===== src/rtl/compressor_sched.sv =====
// Round-robin front end for one shared 11x11 partial-product compressor.
// It builds the pp matrix, tags each operation through the compressor pipeline
// and returns tagged products through a credit-protected result FIFO.
module compressor_sched #(
   parameter int NREQ  = 4,
   parameter int LAT   = 2,
   parameter int DEPTH = 4
) (
   input  logic                 clk,
   input  logic                 rst,
   input  logic [NREQ-1:0]      req_valid,
   input  logic [NREQ*11-1:0]   req_a,
   input  logic [NREQ*11-1:0]   req_b,
   output logic [NREQ-1:0]      req_ready,
   output logic [120:0]         pp,
   output logic                 pp_valid,
   input  logic [21:0]          sum,
   output logic                 rsp_valid,
   output logic [2:0]           rsp_id,
   output logic [21:0]          rsp_data,
   input  logic                 rsp_ready,
   output logic                 idle
);
   localparam int AW = (DEPTH > 1) ? $clog2(DEPTH) : 1;
   localparam int CW = $clog2(DEPTH + 1) + 1;

   typedef struct packed {
      logic [2:0]  id;
      logic [21:0] data;
   } rsp_t;

   logic [2:0]           ptr_q, ptr_d;
   logic [2:0]           gnt_id;
   logic                 gnt_any;
   logic                 credit_ok;
   logic [10:0]          sel_a, sel_b;
   logic [120:0]         pp_d, pp_q;
   logic [LAT:0]         tvld_q;
   logic [LAT:0][2:0]    tid_q;
   logic [CW-1:0]        infl_q, infl_d, fcnt_q, fcnt_d;
   logic                 push, pop;
   rsp_t                 mem_q [DEPTH];
   logic [AW-1:0]        wr_q, rd_q;
   logic                 idle_q;

   function automatic int col_off(input int k);
      int s;
      s = 0;
      for (int m = 0; m < k; m++) s += (m <= 10) ? m + 1 : 21 - m;
      return s;
   endfunction

   function automatic logic [AW-1:0] nxt(input logic [AW-1:0] p);
      return (p == AW'(DEPTH - 1)) ? '0 : p + 1'b1;
   endfunction

   // Everything issued and not yet popped holds a FIFO slot in reserve.
   assign credit_ok = ({1'b0, fcnt_q} + {1'b0, infl_q}) < (CW + 1)'(DEPTH);

   always_comb begin
      logic [3:0] cand;
      logic [7:0] vpad;
      vpad    = 8'(req_valid);
      gnt_any = 1'b0;
      gnt_id  = '0;
      cand    = '0;
      for (int k = 0; k < NREQ; k++) begin
         cand = {1'b0, ptr_q} + 4'(k);
         if (cand >= 4'(NREQ)) cand = cand - 4'(NREQ);
         if (!gnt_any && vpad[cand[2:0]]) begin
            gnt_any = 1'b1;
            gnt_id  = cand[2:0];
         end
      end
      if (rst || !credit_ok) gnt_any = 1'b0;
   end

   always_comb begin
      sel_a     = '0;
      sel_b     = '0;
      req_ready = '0;
      for (int i = 0; i < NREQ; i++) begin
         req_ready[i] = gnt_any && (gnt_id == 3'(i));
         if (gnt_id == 3'(i)) begin
            sel_a = req_a[11*i +: 11];
            sel_b = req_b[11*i +: 11];
         end
      end
   end

   always_comb begin
      ptr_d = ptr_q;
      if (gnt_any) ptr_d = (gnt_id == 3'(NREQ - 1)) ? 3'd0 : gnt_id + 3'd1;
   end

   // Column k holds a[i]&b[k-i], lowest i first; columns packed from bit 0.
   for (genvar k = 0; k < 21; k++) begin : g_col
      localparam int ILO = (k > 10) ? k - 10 : 0;
      localparam int IHI = (k < 10) ? k : 10;
      for (genvar i = ILO; i <= IHI; i++) begin : g_bit
         assign pp_d[col_off(k) + i - ILO] = sel_a[i] & sel_b[k - i];
      end
   end

   assign push = tvld_q[LAT];
   assign pop  = rsp_valid && rsp_ready;

   always_comb begin
      infl_d = infl_q + CW'(gnt_any) - CW'(push);
      fcnt_d = fcnt_q + CW'(push) - CW'(pop);
   end

   always_ff @(posedge clk) begin
      if (rst) begin
         ptr_q  <= '0;
         pp_q   <= '0;
         tvld_q <= '0;
         tid_q  <= '0;
         infl_q <= '0;
         fcnt_q <= '0;
         wr_q   <= '0;
         rd_q   <= '0;
         idle_q <= 1'b1;
      end else begin
         ptr_q     <= ptr_d;
         if (gnt_any) pp_q <= pp_d;
         tvld_q[0] <= gnt_any;
         tid_q[0]  <= gnt_id;
         for (int s = 1; s <= LAT; s++) begin
            tvld_q[s] <= tvld_q[s-1];
            tid_q[s]  <= tid_q[s-1];
         end
         infl_q <= infl_d;
         fcnt_q <= fcnt_d;
         if (push) wr_q <= nxt(wr_q);
         if (pop)  rd_q <= nxt(rd_q);
         idle_q <= (infl_d == '0) && (fcnt_d == '0);
      end
   end

   // Storage needs no reset; the head is masked while the FIFO is empty.
   always_ff @(posedge clk) begin
      if (push) mem_q[wr_q] <= '{id: tid_q[LAT], data: sum};
   end

   assign pp        = pp_q;
   assign pp_valid  = tvld_q[0];
   assign rsp_valid = (fcnt_q != '0);
   assign rsp_id    = rsp_valid ? mem_q[rd_q].id   : '0;
   assign rsp_data  = rsp_valid ? mem_q[rd_q].data : '0;
   assign idle      = idle_q;

endmodule

===== config.mk =====
export PLATFORM = sky130hd
export DESIGN_NAME = compressor_sched
export DESIGN_NICKNAME = d
export VERILOG_FILES = /design/src/rtl/compressor_sched.sv
export SDC_FILE = /design/constraint.sdc
export NUM_CORES = 1
export LEC_CHECK = 0
export CAP_MARGIN = 30
export CELL_PAD_IN_SITES_DETAIL_PLACEMENT = 1
export CELL_PAD_IN_SITES_GLOBAL_PLACEMENT = 1
export CORE_MARGIN = 2
export CORE_UTILIZATION = 40
export DETAILED_ROUTE_END_ITERATION = 6
export PLACE_DENSITY = 0.83
export SYNTH_ARGS = -nofsm -noshare
export SYNTH_HDL_FRONTEND = slang
export SYNTH_SLANG_ARGS = --single-unit
export TNS_END_PERCENT = 5

===== constraint.sdc =====
create_clock -name clk -period 10.7 [get_ports clk]
set_input_delay 3.21 -clock clk [delete_from_list [all_inputs] [get_ports clk]]
set_output_delay 3.21 -clock clk [all_outputs]
set_load 0.01 [all_outputs]

=== Word-level counts from Yosys, hierarchy flattened ===
Memories as Yosys holds them, arrays and structs flattened. A register that Yosys moved wholly into a read port is not among the register bits.
Index checks and enable logic that the tools add are counted.

* $add $sub $neg: 15
* Equal/unequal tests: 5
* Bitwise operators: 121
* Order comparisons: 9
* Muxes and demuxes: 38
* Reductions and logical operators: 18

{| class="wikitable"
|+ Operators by type and width
! operator !! number
|-
| bitwise AND 1 bit || 121
|-
| 2-to-1 mux 11 bit || 8
|-
| 2-to-1 mux 3 bit || 10
|-
| 2-to-1 mux 22 bit || 1
|-
| < comparator 3 x 4 -> 1 bit (second input constant) || 4
|-
| binary-select mux 1 bit (select 3 bit) || 4
|-
| >= comparator 4 x 3 -> 1 bit (second input constant) || 3
|-
| subtractor 3 bit (second input constant) || 4
|-
| 2-to-1 mux 1 bit || 11
|-
| logical AND 1 bit || 9
|-
| adder 3 x 2 -> 4 bit (second input constant) || 2
|-
| adder 4 x 1 -> 4 bit || 2
|-
| logical NOT 4 bit || 2
|-
| 2-to-1 mux 2 bit || 4
|-
| subtractor 4 x 1 -> 4 bit || 2
|-
| equality test 3 x 2 -> 1 bit (second input constant) || 2
|-
| adder 4 x 4 -> 5 bit || 1
|-
| < comparator 5 x 3 -> 1 bit (second input constant) || 1
|-
| adder 2 x 1 -> 2 bit (second input constant) || 2
|-
| adder 3 x 1 -> 4 bit (second input constant) || 1
|-
| equality test 2 bit (second input constant) || 2
|-
| logical NOT 1 bit || 4
|-
| nonzero test 4 bit || 1
|-
| adder 3 x 1 -> 3 bit (second input constant) || 1
|-
| other kinds (4) || 4
|}

* Logic and storage cells: 218
* Memories kept: 1
* Register bits: 149
* Bits of input ports: 117
* Memory bits (writable): 100

{| class="wikitable"
|+ Memory list
! memory !! depth !! width !! rd ports !! clocked after Yosys merged registers in !! wr ports !! line !! RTL
|-
| mem_q || 4 || 25 || 1 || 1 || 1 || 42 || <nowiki>rsp_t mem_q [DEPTH];</nowiki>
|}

=== Logic depth before layout (Yosys ltp) ===
Gate-level depths: netlist of run 1.

* Depth in word-level cells: 20
* Depth in mapped cells: 17

=== Worst setup path after synthesis of run 1 ===
No wires, ideal clock.

* Path type: input-to-output
* Start point: input req_valid[3]
* End point: output req_ready[2]
* Required time: 7.490 ns
* Slack: 2.165 ns
* Arrival time: 5.325 ns
* Stages: 8
* Cells stage by stage: mux4_2 a221o_1 a211o_1 a41oi_1 ha_1 inv_1 clkbuf_1 nor2_1

* Longest elaborated chain between the ends: 14
* Elaborated cells between the ends (all ways): 25
* Classes of those cells: eq/ne (1); mux (17); reduce/logical (7)

{| class="wikitable"
|+ Ends and longest elaborated chain
! what !! line !! RTL
|-
| start: declaration || 11 || <nowiki>input logic [NREQ-1:0] req_valid,</nowiki>
|-
| binary-select mux 1 bit (select 3 bit) || 70 || <nowiki>if (!gnt_any && vpad[cand[2:0]]) begin</nowiki>
|-
| 2-to-1 mux 1 bit (implied by the code) || 70 ||
|-
| 2-to-1 mux 1 bit || 70 ||
|-
| logical NOT 1 bit || 70 ||
|-
| logical AND 1 bit || 70 ||
|-
| 2-to-1 mux 1 bit || 70 ||
|-
| logical NOT 1 bit || 70 ||
|-
| logical AND 1 bit || 70 ||
|-
| 2-to-1 mux 1 bit || 70 ||
|-
| logical NOT 1 bit || 70 ||
|-
| logical AND 1 bit || 70 ||
|-
| 2-to-1 mux 3 bit (*) || 70 ||
|-
| net gnt_id[1] || 33 || <nowiki>logic [2:0] gnt_id;</nowiki>
|-
| equality test 3 x 2 -> 1 bit (*) || 83 || <nowiki>req_ready[i] = gnt_any && (gnt_id == 3'(i));</nowiki>
|-
| logical AND 1 bit (*) || 83 ||
|-
| end: declaration || 14 || <nowiki>output logic [NREQ-1:0] req_ready,</nowiki>
|}

The timed path passes the listed nets; every way through them passes the cells marked *. The select of a mux whose other input is x is not followed.

=== Worst setup path in the final report of run 1 ===
* Start point: input req_valid[3]
* End point: output req_ready[1]

* Longest elaborated chain between the ends: 14
* Elaborated cells between the ends (all ways): 25
* Classes of those cells: eq/ne (1); mux (17); reduce/logical (7)

{| class="wikitable"
|+ Ends and longest elaborated chain
! what !! line
|-
| binary-select mux 1 bit (select 3 bit) || 70
|-
| 2-to-1 mux 1 bit (implied by the code) || 70
|-
| 2-to-1 mux 1 bit || 70
|-
| logical NOT 1 bit || 70
|-
| logical AND 1 bit || 70
|-
| 2-to-1 mux 1 bit || 70
|-
| logical NOT 1 bit || 70
|-
| logical AND 1 bit || 70
|-
| 2-to-1 mux 1 bit || 70
|-
| logical NOT 1 bit || 70
|-
| logical AND 1 bit || 70
|-
| 2-to-1 mux 3 bit (*) || 70
|-
| net gnt_id[1] || 33
|-
| equality test 3 x 1 -> 1 bit (*) || 83
|-
| logical AND 1 bit (*) || 83
|}

Marks and branches as above.

==> results of run 1 <==
[kinds of logic (layout without fill, tap and decap cells)]
family,after synthesis,after routing,share of synthesized area [%]
DFF,251,251,53.6
xor gates and xnor gates,5,5,0.390
other,1,5,0.0334
and+or+nand+nor,359,359,16.2
muxes,160,160,17.3
adders and majority gates,25,25,2.92
AOI/OAI and AO/OA,67,67,5.01
buffers and inverters,101,373,4.56
[layout make-up]
cell class                      instances  share of cell area [%]
Sequential cell                       251                    39.2
Timing Repair Buffer                  295                    18.9
Clock inverter                         20                    2.04
Inverter                               26                   0.635
Antenna cell                            4                  0.0651
Multi-Input combinational cell        617                    31.1
Tap cell                              378                    3.08
Clock buffer                           32                    4.99
[worst reg2reg max path, stage by stage, from the launching register on]
cell and delay [ns]:
dfxtp_1 0.67, inv_1 0.22, ha_1 0.47, mux2i_1 0.27
nand2_1 0.18, a211o_1 0.35, a41oi_1 0.38, inv_1 0.12
ha_1 0.22, buf_4 0.22, nor2b_1 0.13, buf_4 0.28
a221o_1 0.22, a32o_1 0.77, nand2_1 0.14, mux2i_1 0.17
[sequential cells by signal (all words and copies together), names as in the netlist, named ones only]
| name | flops |
|---|---|
| idle | 1 |
| wr_q | 2 |
| pp | 121 |
| rd_q | 2 |
| fcnt_q | 4 |
| mem_q | 100 |
| tvld_q | 3 |
| ptr_q | 3 |
| infl_q | 4 |
| tid_q | 9 |
[metrics by stage]
stage,total power (uW),util [%],hold slack [ns],worst slack [ns]
final,5600,55.5,0.433,0.949
after floorplan,3100,-,0.414,2.16
after CTS,5650,55.4,0.436,0.947
after detailed placement,4510,51.5,0.427,0.974
after global routing,5910,55.4,0.448,0.700
after global placement,4440,51.4,0.418,1.13
[cells in the final DEF (no fill, tap or decap), types with 12 or more instances in the layout]
master             n
edfxtp_1         100
nand2_1          137
nand2b_1         134
mux4_2            27
inv_1             25
nor2b_1           40
clkbuf_16         29
mux2i_1          129
clkdlybuf4s50_1  268
buf_4             26
a221o_1           12
nor2_1            30
ha_1              23
dfxtp_1          151
[report_power, final]
group / switching, uW / total [uW] / internal (uW)
clock network: 404 / 1110 / 706
registers: 131 / 1320 / 1190
logic: 1910 / 3170 / 1260
[worst paths after layout]
| check | startpoint | cells past startpoint | to | slack [ns] |
|---|---|---|---|---|
| setup / recovery | req_valid[3] | 10 | req_ready[1] | 0.95 |
| hold / removal | tid_q[2]$_SDFF_PP0_ | 1 | tid_q[5]$_SDFF_PP0_ | 0.43 |
| setup reg to reg | ptr_q[0]$_SDFFE_PP0N_ | 15 | pp[7]$_SDFFE_PP0N_ | 5.82 |
| hold reg to reg | tid_q[2]$_SDFF_PP0_ | 1 | tid_q[5]$_SDFF_PP0_ | 0.43 |
[layer usage]
layer,GRT usage [%],wire (um),vias up
li1,-,-,3852
met1,27.6,13900,4142
met2,41.7,17300,290
met3,7.96,3130,64
met4,7.81,1140,0
met5,0,0,-
==> flow_metrics.py, run 1 <==
metrics = {
    "cells_and_area": {
        "fin_cells": 1623,
        "multi_input_area_sq_mm": 0.00477,
        "final_area_sq_mm": 0.0154,
        "fillers": 2868,
        "drive_gt1_share_pct": 9.91,
        "nets": 1361,
        "synthToLayoutAreaGrowth_pct": 36.7,
        "seqCellArea_sq_mm": 0.00603,
    },
    "setup_path": {
        "crit_buf_inv": 4,
        "cp_max_fo": 24,
        "cpPeakStageDelay_ns": 0.54,
        "end_kind": "output pin",
        "cp_slowest_cell": "mux4_2",
        "path_cells": "clkdlybuf4s50_1 -> mux4_2 -> a221o_1 -> a2111oi_0 -> a41oi_1 -> inv_1 -> ha_1 -> buf_4 -> and2_1 -> clkdlybuf4s50_1",
        "cp_common_cell": "clkdlybuf4s50_1",
        "crit_path_start_kind": "primary input",
        "worst_ep_arrival_time_ns": 6.54,
        "critical_path_class": "in -> out",
        "required_ns": 7.49,
        "cp_top_family": "buffers and inverters",
    },
    "cts": {
        "cts.sinks": 251,
        "cts_tree": "yes",
        "cts_buffers": 28,
        "hold_buffers": 0,
        "clk_latency_ns": 0.54,
        "h-tree-depth": 1,
        "cts_resized": 0,
        "cts_root_buffer": "clkbuf_16",
        "cts_setup_buffers": 0,
        "cts_max_path_buffers": 3,
        "path_clk_slew_ns": 0.06,
    },
    "placed_design": {
        "place_area_sq_mm": 0.0143,
        "placed_cells": 1567,
        "gp_congestion": 0.840,
        "dp_hpwl_um": 24000,
        "io_buffers": 269,
    },
    "sta": {
        "period_share_pct": 91.1,
        "slew_violations": 0,
        "tightestPinTransition_ns": 0.984,
        "slew-limit-headroom_pct": 34.1,
        "min_period_ns": 9.75,
        "fmax_mhz": 103,
        "skew_ns": 0.00890,
        "hold_viol_final": 0,
        "rsz0062_at_grt": "no",
        "setup_viol": 0,
        "final.setup.tns_ns": 0,
    },
    "drt": {
        "drt_iter0_drc": 439,
        "wl_um": 35400,
        "drc_errors": 0,
        "drtPass1Iterations": 4,
        "via_per_inst": 5.14,
        "postRouteAntennaNets": 0,
        "vias": 8348,
        "wl_per_cell_um": 21.8,
    },
    "logic_synthesis": {
        "synth_area_leader_cell": "dfxtp_1",
        "synthesis.nets": 1111,
        "synthDistinctLibCells": 44,
        "yosys-top-cells-count": "dfxtp_1 (151), nand2_1 (137), nand2b_1 (134)",
        "netlist_instances": 969,
        "avgSynthCellArea_sq_um": 11.6,
        "syn_area_sq_mm": 0.0112,
        "synthFlopType": "dfxtp_1",
        "yosysMostFrequentCell": "dfxtp_1",
        "yosysWarnings": 0,
        "netlist_top_cells_area": "dfxtp_1 (27%), edfxtp_1 (27%), mux2i_1 (11%)",
        "synth_edf_count": 100,
        "synth-async-reset-ratio_pct": 0,
        "yosysSeqAreaShare_pct": 53.6,
        "ys_ff_latch": 251,
        "synth_top_area_share_pct": 26.9,
    },
    "status": {
        "status": "completed",
    },
    "die": {
        "core_area_sq_mm": 0.0277,
        "dieHeight_um": 172,
        "io_pins": 270,
        "num_rows": 61,
        "start_util_pct": 40.6,
        "die_w_um": 172,
        "die_area_sq_mm": 0.0295,
    },
    "global_route": {
        "grt_max_degree": 108,
        "grtUsageTotal_pct": 23.9,
        "grt_pass1_vias": 9004,
        "grt_pass1_wl_um": 53200,
        "antenna_found_initial": 4,
        "grt-ovfl-total": 0,
    },
    "power_and_ir_drop": {
        "vdd_drop_max_v": 0.000480,
        "p_per_area_mw_per_mm2": 365,
        "power.leakage_uw": 0.00591,
    },
    "worst_hold_path": {
        "hold_class": "reg -> reg",
    },
    "run": {
        "max_cap_violations": 0,
    },
}
Power figures use the tool's default switching activity.
==> run 2, diff against run 1 <==
--- a/config.mk
+++ b/config.mk
@@ -5,13 +5,14 @@
 export SDC_FILE = /design/constraint.sdc
 export NUM_CORES = 1
 export LEC_CHECK = 0
+export ABC_AREA = 1
 export CAP_MARGIN = 30
 export CELL_PAD_IN_SITES_DETAIL_PLACEMENT = 1
 export CELL_PAD_IN_SITES_GLOBAL_PLACEMENT = 1
 export CORE_MARGIN = 2
-export CORE_UTILIZATION = 40
+export CORE_UTILIZATION = 39
 export DETAILED_ROUTE_END_ITERATION = 6
-export PLACE_DENSITY = 0.83
+export PLACE_DENSITY = 0.87
 export SYNTH_ARGS = -nofsm -noshare
 export SYNTH_HDL_FRONTEND = slang
 export SYNTH_SLANG_ARGS = --single-unit
==> flow_metrics.py, run 2 <==
metrics = {
    "status": {
        "status": "completed",
    },
    "logic_synthesis": {
        "avgSynthCellArea_sq_um": 8.11,
        "synthesis.nets": 1486,
        "netlist_top_cells_area": "dfxtp_1 (28%), edfxtp_1 (28%), nand2_1 (11%)",
        "synth_top_area_share_pct": 27.7,
        "yosysSeqAreaShare_pct": 55.3,
        "netlist_instances": 1344,
        "synth-async-reset-ratio_pct": 0,
        "ys_ff_latch": 251,
        "synthFlopType": "dfxtp_1",
        "syn_area_sq_mm": 0.0109,
        "yosysMostFrequentCell": "nand2_1",
        "synthDistinctLibCells": 31,
        "yosys-top-cells-count": "nand2_1 (331), nor2_1 (277), dfxtp_1 (151)",
        "synth_area_leader_cell": "dfxtp_1",
        "yosysWarnings": 0,
        "synth_edf_count": 100,
    },
    "setup_path": {
        "r2r_cells": 18,
        "cp_slowest_cell": "clkdlybuf4s50_1",
        "cp_top_family": "buffers and inverters",
        "worst_ep_arrival_time_ns": 6.30,
        "critical_path_class": "in -> out",
        "required_ns": 7.49,
        "cpPeakStageDelay_ns": 0.58,
        "cp.depth": 13,
        "crit_path_start_kind": "primary input",
        "path_cells": "clkdlybuf4s50_1 -> nand2_1 -> nand3_1 -> nand3_2 -> or2_2 -> o21ai_0 -> nor2_1 -> nand2_1 -> ha_1 -> buf_4 -> inv_1 -> nor2_1 -> clkdlybuf4s50_1",
        "end_kind": "output pin",
        "cp_max_fo": 23,
        "crit_buf_inv": 4,
    },
    "cts": {
        "cts.sinks": 251,
        "cts_root_buffer": "clkbuf_16",
        "cts_max_path_buffers": 3,
        "cts_setup_buffers": 0,
        "h-tree-depth": 1,
        "clk_latency_ns": 0.54,
        "cts_resized": 0,
        "hold_buffers": 0,
        "path_clk_slew_ns": 0.06,
        "cts_buffers": 27,
        "cts_tree": "yes",
    },
    "drt": {
        "via_per_inst": 5.15,
        "vias": 10164,
        "drtPass1Iterations": 5,
        "wl_per_cell_um": 19.2,
        "wl_um": 38000,
        "postRouteAntennaNets": 0,
        "drc_errors": 0,
        "drt_iter0_drc": 682,
    },
    "global_route": {
        "grt_max_degree": 152,
        "antenna_found_initial": 0,
        "grtUsageTotal_pct": 25.5,
        "grt_pass1_wl_um": 58400,
        "grt_pass1_vias": 10652,
        "grt-ovfl-total": 0,
    },
    "placed_design": {
        "io_buffers": 269,
        "dp_hpwl_um": 26000,
        "gp_congestion": 0.834,
    },
    "die": {
        "die_area_sq_mm": 0.0293,
        "core_area_sq_mm": 0.0276,
        "num_rows": 61,
        "die_w_um": 171,
        "io_pins": 270,
        "dieHeight_um": 171,
        "start_util_pct": 39.5,
    },
    "sta": {
        "min_period_ns": 9.51,
        "rsz0062_at_grt": "no",
        "slew_violations": 0,
        "period_share_pct": 88.9,
        "hold_viol_final": 0,
        "setup_viol": 0,
        "skew_ns": 0.00591,
        "fmax_mhz": 105,
        "tightestPinTransition_ns": 1.05,
        "final.setup.tns_ns": 0,
        "slew-limit-headroom_pct": 30.2,
    },
    "worst_hold_path": {
        "hold_path_depth": 2,
        "hold_class": "reg -> reg",
    },
    "cells_and_area": {
        "fillers": 3271,
        "largest_reg_flops": 121,
        "nets": 1717,
        "drive_gt1_share_pct": 5.20,
        "layout_commonest_cell": "nand2_1",
        "antenna_cells": 0,
        "seqCellArea_sq_mm": 0.00603,
        "multi_input_area_sq_mm": 0.00422,
        "final_cell_mix": "nand2_1 (331), nor2_1 (277), clkdlybuf4s50_1 (268)",
        "synthToLayoutAreaGrowth_pct": 35.8,
    },
    "run": {
        "max_cap_violations": 0,
    },
}
run 2: changes by cell type after synthesis, sizes merged, moves of 12 or more:
cell    before  now
nand2b     134    0
nand3        4   18
nor2        30  277
mux4        27    0
inv         26   51
a221o       12    0
a21oi        6   75
nand2      137  333
buf         18   31
o21ai        3  198
mux2i      129    0
nor2b       40    0
run 2: cell type report:
type	instances	share of cell area, %
Sequential cell	251	40.7
Multi-Input combinational cell	942	28.5
Clock inverter	7	0.507
Tap cell	378	3.20
Clock buffer	43	5.38
Timing Repair Buffer	300	20.3
Inverter	53	1.39
run 2: worst paths after layout:
| path | from | endpoint | slack [ns] |
|---|---|---|---|
| max | req_valid[2] | req_ready[2] | 1.19 |
| min | tid_q[4]$_SDFF_PP0_ | tid_q[7]$_SDFF_PP0_ | 0.41 |
| max reg2reg | ptr_q[0]$_SDFFE_PP0N_ | pp[54]$_SDFFE_PP0N_ | 6.28 |
| min reg2reg | tid_q[4]$_SDFF_PP0_ | tid_q[7]$_SDFF_PP0_ | 0.41 |
run 2: per-stage QoR:
stage	area, sq um	utilization [%]	hold WS [ns]	setup slack [ns]	std cells
3_5_place_dp	13900	50.4	0.398	1.20	1924
5_1_grt	14800	53.6	0.423	0.915	1974
6_report	14800	53.6	0.405	1.19	1974
3_3_place_gp	13800	49.9	0.391	1.40	1916
4_1_cts	14800	53.6	0.410	1.20	1974
2_1_floorplan	10900	-	0.388	2.64	1344
run 2: cells by family (layout without fill, tap and decap cells):
| logic type | count (synthesis) | after routing | synth area share, % |
|---|---|---|---|
| AOI/OAI and AO/OA | 275 | 275 | 12.7 |
| DFF | 251 | 251 | 55.3 |
| adders and majority gates | 25 | 25 | 3.01 |
| buffers and inverters | 151 | 403 | 6.06 |
| xor gates and xnor gates | 5 | 5 | 0.402 |
| other | 1 | 1 | 0.0344 |
| and+or+nand+nor | 636 | 636 | 22.5 |
run 2: worst reg2reg max path: cells and delay by family, from the launching register on:
family                   cells  cell delay (ns)
AO/OA/AOI/OAI                3             1.10
adder cells (fa/ha/maj)      2             1.07
buffers and inverters        2             0.20
flip-flops                   1             0.55
AND/OR/NAND/NOR             11             1.44
run 2: metal layers:
metal | share of wire (%) | vias up | track usage, % | wire (um)
met2 | 51 | 287 | 46.2 | 19400
li1 | - | 4811 | - | -
met3 | 6.2 | 62 | 5.25 | 2360
met4 | 2.3 | 0 | 6.78 | 879
met1 | 40 | 5004 | 30.6 | 15400
met5 | 0 | - | 0 | 0
Power of run 2 is left out: the tool's default activity adds up to more than one toggle a clock period on the data nets, which glitch-free logic cannot reach.
